[src/rtl/ps2_kbd_cmd_controller_pkg.sv]
// Shared constants and state encodings for the PS/2 keyboard command path.
// Used by the controller, its timer and its interface users.
package ps2_kbd_pkg;

  localparam logic [7:0] CMD_SET_LED  = 8'hED;
  localparam logic [7:0] CMD_RESET    = 8'hFF;
  localparam logic [7:0] RSP_ACK      = 8'hFA;
  localparam logic [7:0] RSP_RESEND   = 8'hFE;
  localparam logic [7:0] RSP_BAT_OK   = 8'hAA;
  localparam logic [7:0] RSP_BAT_FAIL = 8'hFC;

  typedef enum logic [1:0] {
    ST_IDLE     = 2'd0,
    ST_SEND     = 2'd1,
    ST_WAIT_ACK = 2'd2,
    ST_WAIT_BAT = 2'd3
  } kbd_state_t;

  typedef enum logic {
    SEQ_LED = 1'b0,
    SEQ_RST = 1'b1
  } kbd_seq_t;

  function automatic int unsigned max_u(
    input int unsigned a,
    input int unsigned b
  );
    return (a > b) ? a : b;
  endfunction

endpackage

[src/rtl/ps2_kbd_cmd_controller_if.sv]
// Bundle of every non-clock signal of the keyboard command controller.
// master: the controller itself; slave: receiver/transmitter/host side.
interface ps2_kbd_cmd_controller_if;

  logic       rx_en;
  logic [7:0] rx_data;
  logic       fwd_en;
  logic [7:0] fwd_data;
  logic       tx_start;
  logic [7:0] tx_data;
  logic       tx_busy;
  logic       led_req;
  logic [2:0] led_state;
  logic       kbd_rst_req;
  logic       cmd_busy;
  logic       kbd_ok;
  logic       err;

  modport master (
    input  rx_en, rx_data,
    input  tx_busy,
    input  led_req, led_state,
    input  kbd_rst_req,
    output fwd_en, fwd_data,
    output tx_start, tx_data,
    output cmd_busy, kbd_ok, err
  );

  modport slave (
    output rx_en, rx_data,
    output tx_busy,
    output led_req, led_state,
    output kbd_rst_req,
    input  fwd_en, fwd_data,
    input  tx_start, tx_data,
    input  cmd_busy, kbd_ok, err
  );

endinterface

[src/rtl/ps2_kbd_cmd_controller_timer.sv]
// ps2_resp_timer: loadable down-counter; o_expire holds high at zero.
// Ports: i_clk, i_reset (sync high), i_load/i_load_val, i_clr, o_expire.
module ps2_resp_timer #(
  parameter int unsigned W = 8
) (
  input  logic         i_clk,
  input  logic         i_reset,
  input  logic         i_load,
  input  logic [W-1:0] i_load_val,
  input  logic         i_clr,
  output logic         o_expire
);

  logic [W-1:0] r_cnt;
  logic         r_run;

  // Expiry stays asserted until cleared or reloaded, so a timeout
  // masked by a same-cycle byte is still seen one cycle later.
  always_ff @(posedge i_clk) begin
    if (i_reset) begin
      r_cnt <= '0;
      r_run <= 1'b0;
    end else if (i_load) begin
      r_cnt <= i_load_val;
      r_run <= 1'b1;
    end else if (i_clr) begin
      r_cnt <= '0;
      r_run <= 1'b0;
    end else if (r_run && (r_cnt != '0)) begin
      r_cnt <= r_cnt - 1'b1;
    end
  end

  assign o_expire = r_run && (r_cnt == '0);

endmodule

[src/rtl/ps2_kbd_cmd_controller.sv]
// Host-side PS/2 keyboard command sequencer (LED set 0xED+arg, reset 0xFF).
// Ports: clk, reset (sync high), bus (ps2_kbd_cmd_controller_if.master):
//   rx_en/rx_data in, fwd_en/fwd_data out, tx_start/tx_data out, tx_busy in,
//   led_req/led_state/kbd_rst_req in, cmd_busy/kbd_ok/err out.
// Option: KBD_AUTO_INIT_EN starts a keyboard reset sequence out of reset.
module ps2_kbd_cmd_controller
  import ps2_kbd_pkg::*;
#(
  parameter int unsigned TIMEOUT_CYC     = 2_000_000,
  parameter int unsigned BAT_TIMEOUT_CYC = 100_000_000,
  parameter int unsigned MAX_RETRY       = 3
) (
  input  logic                    clk,
  input  logic                    reset,
  ps2_kbd_cmd_controller_if.master bus
);

  localparam int unsigned TW =
    $clog2(max_u(TIMEOUT_CYC, BAT_TIMEOUT_CYC) + 1);
  localparam int unsigned RW =
    (MAX_RETRY < 1) ? 1 : $clog2(MAX_RETRY + 1);

  localparam logic [TW-1:0] ACK_LOAD = TW'(TIMEOUT_CYC - 1);
  localparam logic [TW-1:0] BAT_LOAD = TW'(BAT_TIMEOUT_CYC - 1);
  localparam logic [RW-1:0] RETRY_MAX = RW'(MAX_RETRY);

`ifdef KBD_AUTO_INIT_EN
  localparam logic RST_PEND_INIT = 1'b1;
`else
  localparam logic RST_PEND_INIT = 1'b0;
`endif

  kbd_state_t    r_state;
  kbd_seq_t      r_seq;
  logic          r_arg_phase;
  logic [RW-1:0] r_retry;
  logic [2:0]    r_led_arg;
  logic          r_pend_led;
  logic          r_pend_rst;
  logic          r_tx_start;
  logic [7:0]    r_tx_data;
  logic          r_fwd_en;
  logic [7:0]    r_fwd_data;
  logic          r_kbd_ok;
  logic          r_err;

  logic          w_ack;
  logic          w_nak;
  logic          w_bat_ok;
  logic          w_bat_fail;
  logic          w_in_ack;
  logic          w_in_bat;
  logic          w_consume;
  logic          w_fwd;
  logic          w_expire;
  logic          w_ack_fail;
  logic          w_bat_err;
  logic          w_tmr_load;
  logic          w_tmr_clr;
  logic [TW-1:0] w_tmr_val;

  assign w_ack      = bus.rx_en && (bus.rx_data == RSP_ACK);
  assign w_nak      = bus.rx_en && (bus.rx_data == RSP_RESEND);
  assign w_bat_ok   = bus.rx_en && (bus.rx_data == RSP_BAT_OK);
  assign w_bat_fail = bus.rx_en && (bus.rx_data == RSP_BAT_FAIL);
  assign w_in_ack   = (r_state == ST_WAIT_ACK);
  assign w_in_bat   = (r_state == ST_WAIT_BAT);

  // Only responses the sequencer is waiting for are swallowed.
  assign w_consume = (w_in_ack && (w_ack || w_nak)) ||
                     (w_in_bat && (w_bat_ok || w_bat_fail));
  assign w_fwd     = bus.rx_en && !w_consume;

  // A received byte always beats a same-cycle timeout.
  assign w_ack_fail = w_in_ack &&
                      (w_nak || (!bus.rx_en && w_expire));
  assign w_bat_err  = w_in_bat &&
                      (w_bat_fail || (!bus.rx_en && w_expire));

  assign w_tmr_load = ((r_state == ST_SEND) && !bus.tx_busy) ||
                      (w_in_ack && w_ack && (r_seq == SEQ_RST));
  assign w_tmr_val  = (r_state == ST_SEND) ? ACK_LOAD : BAT_LOAD;
  assign w_tmr_clr  = (r_state == ST_IDLE);

  ps2_resp_timer #(
    .W (TW)
  ) u_tmr (
    .i_clk      (clk),
    .i_reset    (reset),
    .i_load     (w_tmr_load),
    .i_load_val (w_tmr_val),
    .i_clr      (w_tmr_clr),
    .o_expire   (w_expire)
  );

  always_ff @(posedge clk) begin
    if (reset) begin
      r_state     <= ST_IDLE;
      r_seq       <= SEQ_LED;
      r_arg_phase <= 1'b0;
      r_retry     <= '0;
      r_led_arg   <= '0;
      r_pend_led  <= 1'b0;
      r_pend_rst  <= RST_PEND_INIT;
      r_tx_start  <= 1'b0;
      r_tx_data   <= '0;
      r_fwd_en    <= 1'b0;
      r_fwd_data  <= '0;
      r_kbd_ok    <= 1'b0;
      r_err       <= 1'b0;
    end else begin
      r_tx_start <= 1'b0;
      r_err      <= 1'b0;
      r_fwd_en   <= w_fwd;
      if (w_fwd) r_fwd_data <= bus.rx_data;
      if (bus.led_req)     r_pend_led <= 1'b1;
      if (bus.kbd_rst_req) r_pend_rst <= 1'b1;

      unique case (r_state)
        ST_IDLE: begin
`ifndef KBD_AUTO_INIT_EN
          if (w_bat_ok) r_kbd_ok <= 1'b1;
`endif
          // A request arriving as its flag is consumed stays pending.
          if (r_pend_rst) begin
            r_pend_rst  <= bus.kbd_rst_req;
            r_seq       <= SEQ_RST;
            r_arg_phase <= 1'b0;
            r_retry     <= '0;
            r_tx_data   <= CMD_RESET;
            r_state     <= ST_SEND;
          end else if (r_pend_led) begin
            r_pend_led  <= bus.led_req;
            r_seq       <= SEQ_LED;
            r_led_arg   <= bus.led_state;
            r_arg_phase <= 1'b0;
            r_retry     <= '0;
            r_tx_data   <= CMD_SET_LED;
            r_state     <= ST_SEND;
          end
        end

        ST_SEND: begin
          if (!bus.tx_busy) begin
            r_tx_start <= 1'b1;
            r_state    <= ST_WAIT_ACK;
          end
        end

        ST_WAIT_ACK: begin
          unique case (1'b1)
            w_ack: begin
              if (r_seq == SEQ_RST) begin
                r_state <= ST_WAIT_BAT;
              end else if (!r_arg_phase) begin
                r_arg_phase <= 1'b1;
                r_retry     <= '0;
                r_tx_data   <= {5'b0, r_led_arg};
                r_state     <= ST_SEND;
              end else begin
                r_kbd_ok <= 1'b1;
                r_state  <= ST_IDLE;
              end
            end
            w_ack_fail: begin
              if (r_retry == RETRY_MAX) begin
                r_err    <= 1'b1;
                r_kbd_ok <= 1'b0;
                r_state  <= ST_IDLE;
              end else begin
                // tx_data still holds the byte to resend.
                r_retry <= r_retry + 1'b1;
                r_state <= ST_SEND;
              end
            end
            default: ;
          endcase
        end

        ST_WAIT_BAT: begin
          unique case (1'b1)
            w_bat_ok: begin
              r_kbd_ok <= 1'b1;
              r_state  <= ST_IDLE;
            end
            w_bat_err: begin
              r_err    <= 1'b1;
              r_kbd_ok <= 1'b0;
              r_state  <= ST_IDLE;
            end
            default: ;
          endcase
        end
      endcase
    end
  end

  assign bus.fwd_en   = r_fwd_en;
  assign bus.fwd_data = r_fwd_data;
  assign bus.tx_start = r_tx_start;
  assign bus.tx_data  = r_tx_data;
  assign bus.cmd_busy = (r_state != ST_IDLE);
  assign bus.kbd_ok   = r_kbd_ok;
  assign bus.err      = r_err;

endmodule

[src/flat_wrapper.sv]
// flat-port wrapper written by rule: the top's interface ports become plain ports
module ps2_kbd_cmd_controller_flat import ps2_kbd_pkg::*;
#(
  parameter int unsigned TIMEOUT_CYC     = 2_000_000,
  parameter int unsigned BAT_TIMEOUT_CYC = 100_000_000,
  parameter int unsigned MAX_RETRY       = 3
)
  (clk, reset, bus_rx_en, bus_rx_data, bus_tx_busy, bus_led_req, bus_led_state, bus_kbd_rst_req, bus_fwd_en, bus_fwd_data, bus_tx_start, bus_tx_data, bus_cmd_busy, bus_kbd_ok, bus_err);
  ps2_kbd_cmd_controller_if bus_i ();
  input  logic clk;
  input  logic reset;
  input wire logic [$bits(bus_i.rx_en)-1:0] bus_rx_en;
  input wire logic [$bits(bus_i.rx_data)-1:0] bus_rx_data;
  input wire logic [$bits(bus_i.tx_busy)-1:0] bus_tx_busy;
  input wire logic [$bits(bus_i.led_req)-1:0] bus_led_req;
  input wire logic [$bits(bus_i.led_state)-1:0] bus_led_state;
  input wire logic [$bits(bus_i.kbd_rst_req)-1:0] bus_kbd_rst_req;
  output wire logic [$bits(bus_i.fwd_en)-1:0] bus_fwd_en;
  output wire logic [$bits(bus_i.fwd_data)-1:0] bus_fwd_data;
  output wire logic [$bits(bus_i.tx_start)-1:0] bus_tx_start;
  output wire logic [$bits(bus_i.tx_data)-1:0] bus_tx_data;
  output wire logic [$bits(bus_i.cmd_busy)-1:0] bus_cmd_busy;
  output wire logic [$bits(bus_i.kbd_ok)-1:0] bus_kbd_ok;
  output wire logic [$bits(bus_i.err)-1:0] bus_err;
  assign bus_i.rx_en = bus_rx_en;
  assign bus_i.rx_data = bus_rx_data;
  assign bus_i.tx_busy = bus_tx_busy;
  assign bus_i.led_req = bus_led_req;
  assign bus_i.led_state = bus_led_state;
  assign bus_i.kbd_rst_req = bus_kbd_rst_req;
  assign bus_fwd_en = bus_i.fwd_en;
  assign bus_fwd_data = bus_i.fwd_data;
  assign bus_tx_start = bus_i.tx_start;
  assign bus_tx_data = bus_i.tx_data;
  assign bus_cmd_busy = bus_i.cmd_busy;
  assign bus_kbd_ok = bus_i.kbd_ok;
  assign bus_err = bus_i.err;
  ps2_kbd_cmd_controller #(.TIMEOUT_CYC(TIMEOUT_CYC), .BAT_TIMEOUT_CYC(BAT_TIMEOUT_CYC), .MAX_RETRY(MAX_RETRY)) u_core (.clk(clk), .reset(reset), .bus(bus_i));
endmodule
[config.mk]
export PLATFORM = sky130hd
export DESIGN_NAME = ps2_kbd_cmd_controller_flat
export DESIGN_NICKNAME = d
export VERILOG_FILES = /design/src/rtl/ps2_kbd_cmd_controller_pkg.sv /design/src/rtl/ps2_kbd_cmd_controller_if.sv /design/src/rtl/ps2_kbd_cmd_controller_timer.sv /design/src/rtl/ps2_kbd_cmd_controller.sv /design/src/flat_wrapper.sv
export SDC_FILE = /design/constraint.sdc
export NUM_CORES = 1
export LEC_CHECK = 0
export BUFFER_PORTS_ARGS = -buffer_cell sky130_fd_sc_hd__buf_2
export CAP_MARGIN = 20
export CORE_MARGIN = 3
export CORE_UTILIZATION = 36
export DETAILED_ROUTE_END_ITERATION = 8
export GPL_ROUTABILITY_DRIVEN = 0
export GPL_TIMING_DRIVEN = 1
export SLEW_MARGIN = 5
export SYNTH_ARGS = -nofsm -noshare
export SYNTH_HDL_FRONTEND = slang
export SYNTH_HIERARCHICAL = 1
export SYNTH_SLANG_ARGS = --single-unit
export TNS_END_PERCENT = 50
[constraint.sdc]
create_clock -name clk -period 3.34 [get_ports clk]
set_clock_uncertainty 0.05 [all_clocks]
set_input_delay 0.334 -clock clk [delete_from_list [all_inputs] [get_ports clk]]
set_output_delay 0.334 -clock clk [all_outputs]
set_load 0.01 [all_outputs]
==> impl_metrics.ini <==
[grt]
antenna_found_initial = 0
track_usage_pct = 16.86
grt_max_degree = 40
first_global_vias = 3042
grt_pass1_wl_mm = 14.48
overflow = 0

[setup_path]
cp-end-kind = flip-flop
r2r-end = u_core/r_retry[1]
path_max_fanout = 7
arrival_ns = 2.98
worstSetupPathType = flip-flop to flip-flop
critPathLaunchType = flip-flop
r2r_cells = 11
rr_startpoint = u_core/u_tmr/r_cnt[0]
ff2ff_setup_slack_ns = 0.56
cp.required_ns = 3.54

[clock_network]
cts_sinks = 56
ctsResizeCount = 0
cts_hold_buffers = 0
clock_path_buffers = 2
insertion_delay_ns = 0.32
cts_made_buffers = 5
path_clk_slew_ns = 0.11
h-tree-depth = 2
postCtsSetupBuffers = 0
cts-root-buf = clkbuf_8
cts_tree = done

[layout]
area_growth_pct = 11.41
fin_nets = 475
final_core_util_pct = 41.92
mostFrequentLayoutCell = nand2_1
n_antenna_cell = 0
fillCellCount = 890
layout-drive-gt1-share_pct = 17.94
mostFrequentLayoutCells = nand2_1 (66), dfxtp_1 (56), buf_2 (37)

[flow_run]
drv_cap = 0

[die]
core_area_mm2 = 0.008891
initial_core_util_pct = 37.63
placementRows = 34
dieArea_mm2 = 0.01049
fp.dieH_um = 102.4
die_width_um = 102.4
io_pins = 38

[sta]
post-route-period-util_pct = 83.14
drv_slew = 0
relSlewSlack_pct = 29.32
fmax_mhz = 360.1
tightest_slew_ns = 1.056
hold_violations = 0
tns_ns = 0
setup_viol_count_final = 0
fin_crit_ns = 2.777
rsz0062_at_grt = no

[yosys]
synth_area_mm2 = 0.003346
yosysTopAreaCell = dfxtp_1
yosys_warnings = 6
syn_avg_cell_area_um2 = 8.081
synth_edf_count = 0
async_reset_ff_share_pct = 0
synth.top_cell.area_share_pct = 33.51
syn_inst = 414
synth-seq-cells = 56
synth_ff_type = dfxtp_1
synth_cell_types = 78
ys_seq_area_share_pct = 33.51
synthTopCellsByArea = dfxtp_1 (34%), nand2_1 (7.4%), a21oi_1 (3.7%)

[detailed_routing]
wl_per_cell_um = 15.28
maxUsedRoutingLayer = met4
route.vias.total = 3205
wl_met3_um = 311
drt_wl_total_mm = 8.636
drc = 0
route.met2.wl_mm = 4.297
drt-pass1-iter-count = 5
met1_length_mm = 3.957
first_iter_violations = 204
viasPerCell = 5.673
ant_nets = 0

[placement]
port_buffers = 37
dpl.hpwl_mm = 6.243

[hold_path]
min_path_cells = 3
min_path_type = input pin to flip-flop
worstHoldStart = bus_led_req
hold_end = u_core/r_pend_led

[pwr]
vdd_ir_drop_max_uv = 482.3
power.share.clock_pct = 9.8
p_comb_share_pct = 62.7
swShare_pct = 50.76
seqPwrFrac_pct = 27.5
power.switching_mw = 2.064
p_leak_nw = 1.457
p_per_area_mw_per_mm2 = 1091
p_int_mw = 2.003

[outcome]
outcome = finished clean
## layer usage
metal  vias up  GRT usage, %
li1       1613             -
met1      1521         21.97
met2        65         29.39
met3         6         2.526
met4         0         3.935
met5         -             0
## Yosys cell counts, types with 3 or more instances
master / instances
a31oi_1: 3
a221oi_1: 4
buf_2: 6
and2_1: 3
buf_4: 4
a21oi_1: 25
a22o_1: 5
o22ai_1: 3
inv_1: 20
nor2_1: 31
a22oi_1: 4
o211ai_1: 3
nor3_1: 15
o31ai_1: 8
or4_1: 3
nand4_1: 10
a32o_1: 10
o21ai_0: 15
nand2b_1: 6
nand2_1: 66
nand4b_1: 4
o21a_1: 5
a311oi_1: 3
dfxtp_1: 56
nor4_1: 6
nand3_1: 10
clkbuf_1: 9
mux2i_1: 11
a211oi_1: 5
## power by group through the flow
stage / Combinational [mW] / Sequential [mW] / Clock [mW]
CTS: 2.53 / 1.12 / 0.416
finish: 2.55 / 1.12 / 0.400
detailed placement: 2.51 / 1.13 / 0
floorplan: 1.98 / 1.06 / 0
global route: 2.82 / 1.15 / 0.436
global placement: 2.49 / 1.13 / 0
## worst max-delay path by stage
stage | endpoint | slack (ns) | cells after the start | startpoint
2_1_floorplan | u_core/r_retry[0] | 0.95 | 12 | u_core/u_tmr/r_cnt[0]
3_3_place_gp | u_core/r_retry[0] | 0.65 | 11 | u_core/u_tmr/r_cnt[0]
3_5_place_dp | u_core/r_retry[1] | 0.60 | 11 | u_core/u_tmr/r_cnt[0]
4_1_cts | u_core/r_retry[1] | 0.56 | 11 | u_core/u_tmr/r_cnt[0]
5_1_grt | u_core/r_retry[1] | 0.28 | 11 | u_core/u_tmr/r_cnt[0]
6_report | u_core/r_retry[1] | 0.56 | 11 | u_core/u_tmr/r_cnt[0]
## stage by stage
step / power [mW] / setup slack, ns / instance area (µm²) / instances / hold slack (ns)
after floorplan: 3.042 / 0.9535 / 3402 / 429 / 0.3633
after global placement: 3.616 / 0.6548 / 3631 / 557 / 0.3915
after detailed placement: 3.641 / 0.5988 / 3631 / 557 / 0.3976
after CTS: 4.058 / 0.5563 / 3727 / 565 / 0.1578
after global routing: 4.404 / 0.2807 / 3727 / 565 / 0.1753
final: 4.067 / 0.5631 / 3727 / 565 / 0.1669
## critical path, stage by stage, from the launching register on
cell     delay [ns]
dfxtp_1        0.34
inv_1          0.09
ha_1           0.20
nor3b_2        0.30
and3_2         0.32
nand3_1        0.18
nor2_1         0.17
nor2b_1        0.27
inv_1          0.09
a32o_1         0.30
nor2_2         0.19
mux2i_1        0.19
## cell type report
type | instances | area [µm²] | area share, %
multi-input combinational | 328 | 2054 | 55.12
sequential | 56 | 1121 | 30.08
clock buffer | 5 | 68.82 | 1.846
tap | 108 | 135.1 | 3.625
timing repair buffer | 45 | 245.2 | 6.579
clock inverter | 3 | 27.53 | 0.7385
inverter | 20 | 75.07 | 2.014
## state kept, by name, summed over array words and instances (netlist names)
name                 cells
u_core/u_tmr/r_cnt      27
u_core/bus.fwd_data      8
u_core/bus.tx_data       5
u_core/r_led_arg         3
u_core/r_retry           2
u_core/r_state           2
u_core/bus.err           1
u_core/bus.fwd_en        1
u_core/bus.kbd_ok        1
u_core/bus.tx_start      1
u_core/r_arg_phase       1
u_core/r_pend_led        1
u_core/r_pend_rst        1
u_core/r_seq             1
u_core/u_tmr/r_run       1
## logic make-up after synthesis
| family | synth area share [%] |
|---|---|
| xor gates and xnor gates | 0.5237 |
| AOI/OAI and AO/OA | 25.28 |
| DFF | 33.51 |
| adders and majority gates | 0.7478 |
| and+or+nand+nor | 29.13 |
| buffers and inverters | 6.956 |
| muxes | 3.628 |
| other | 0.2245 |
(Power assumes the default switching activity.)
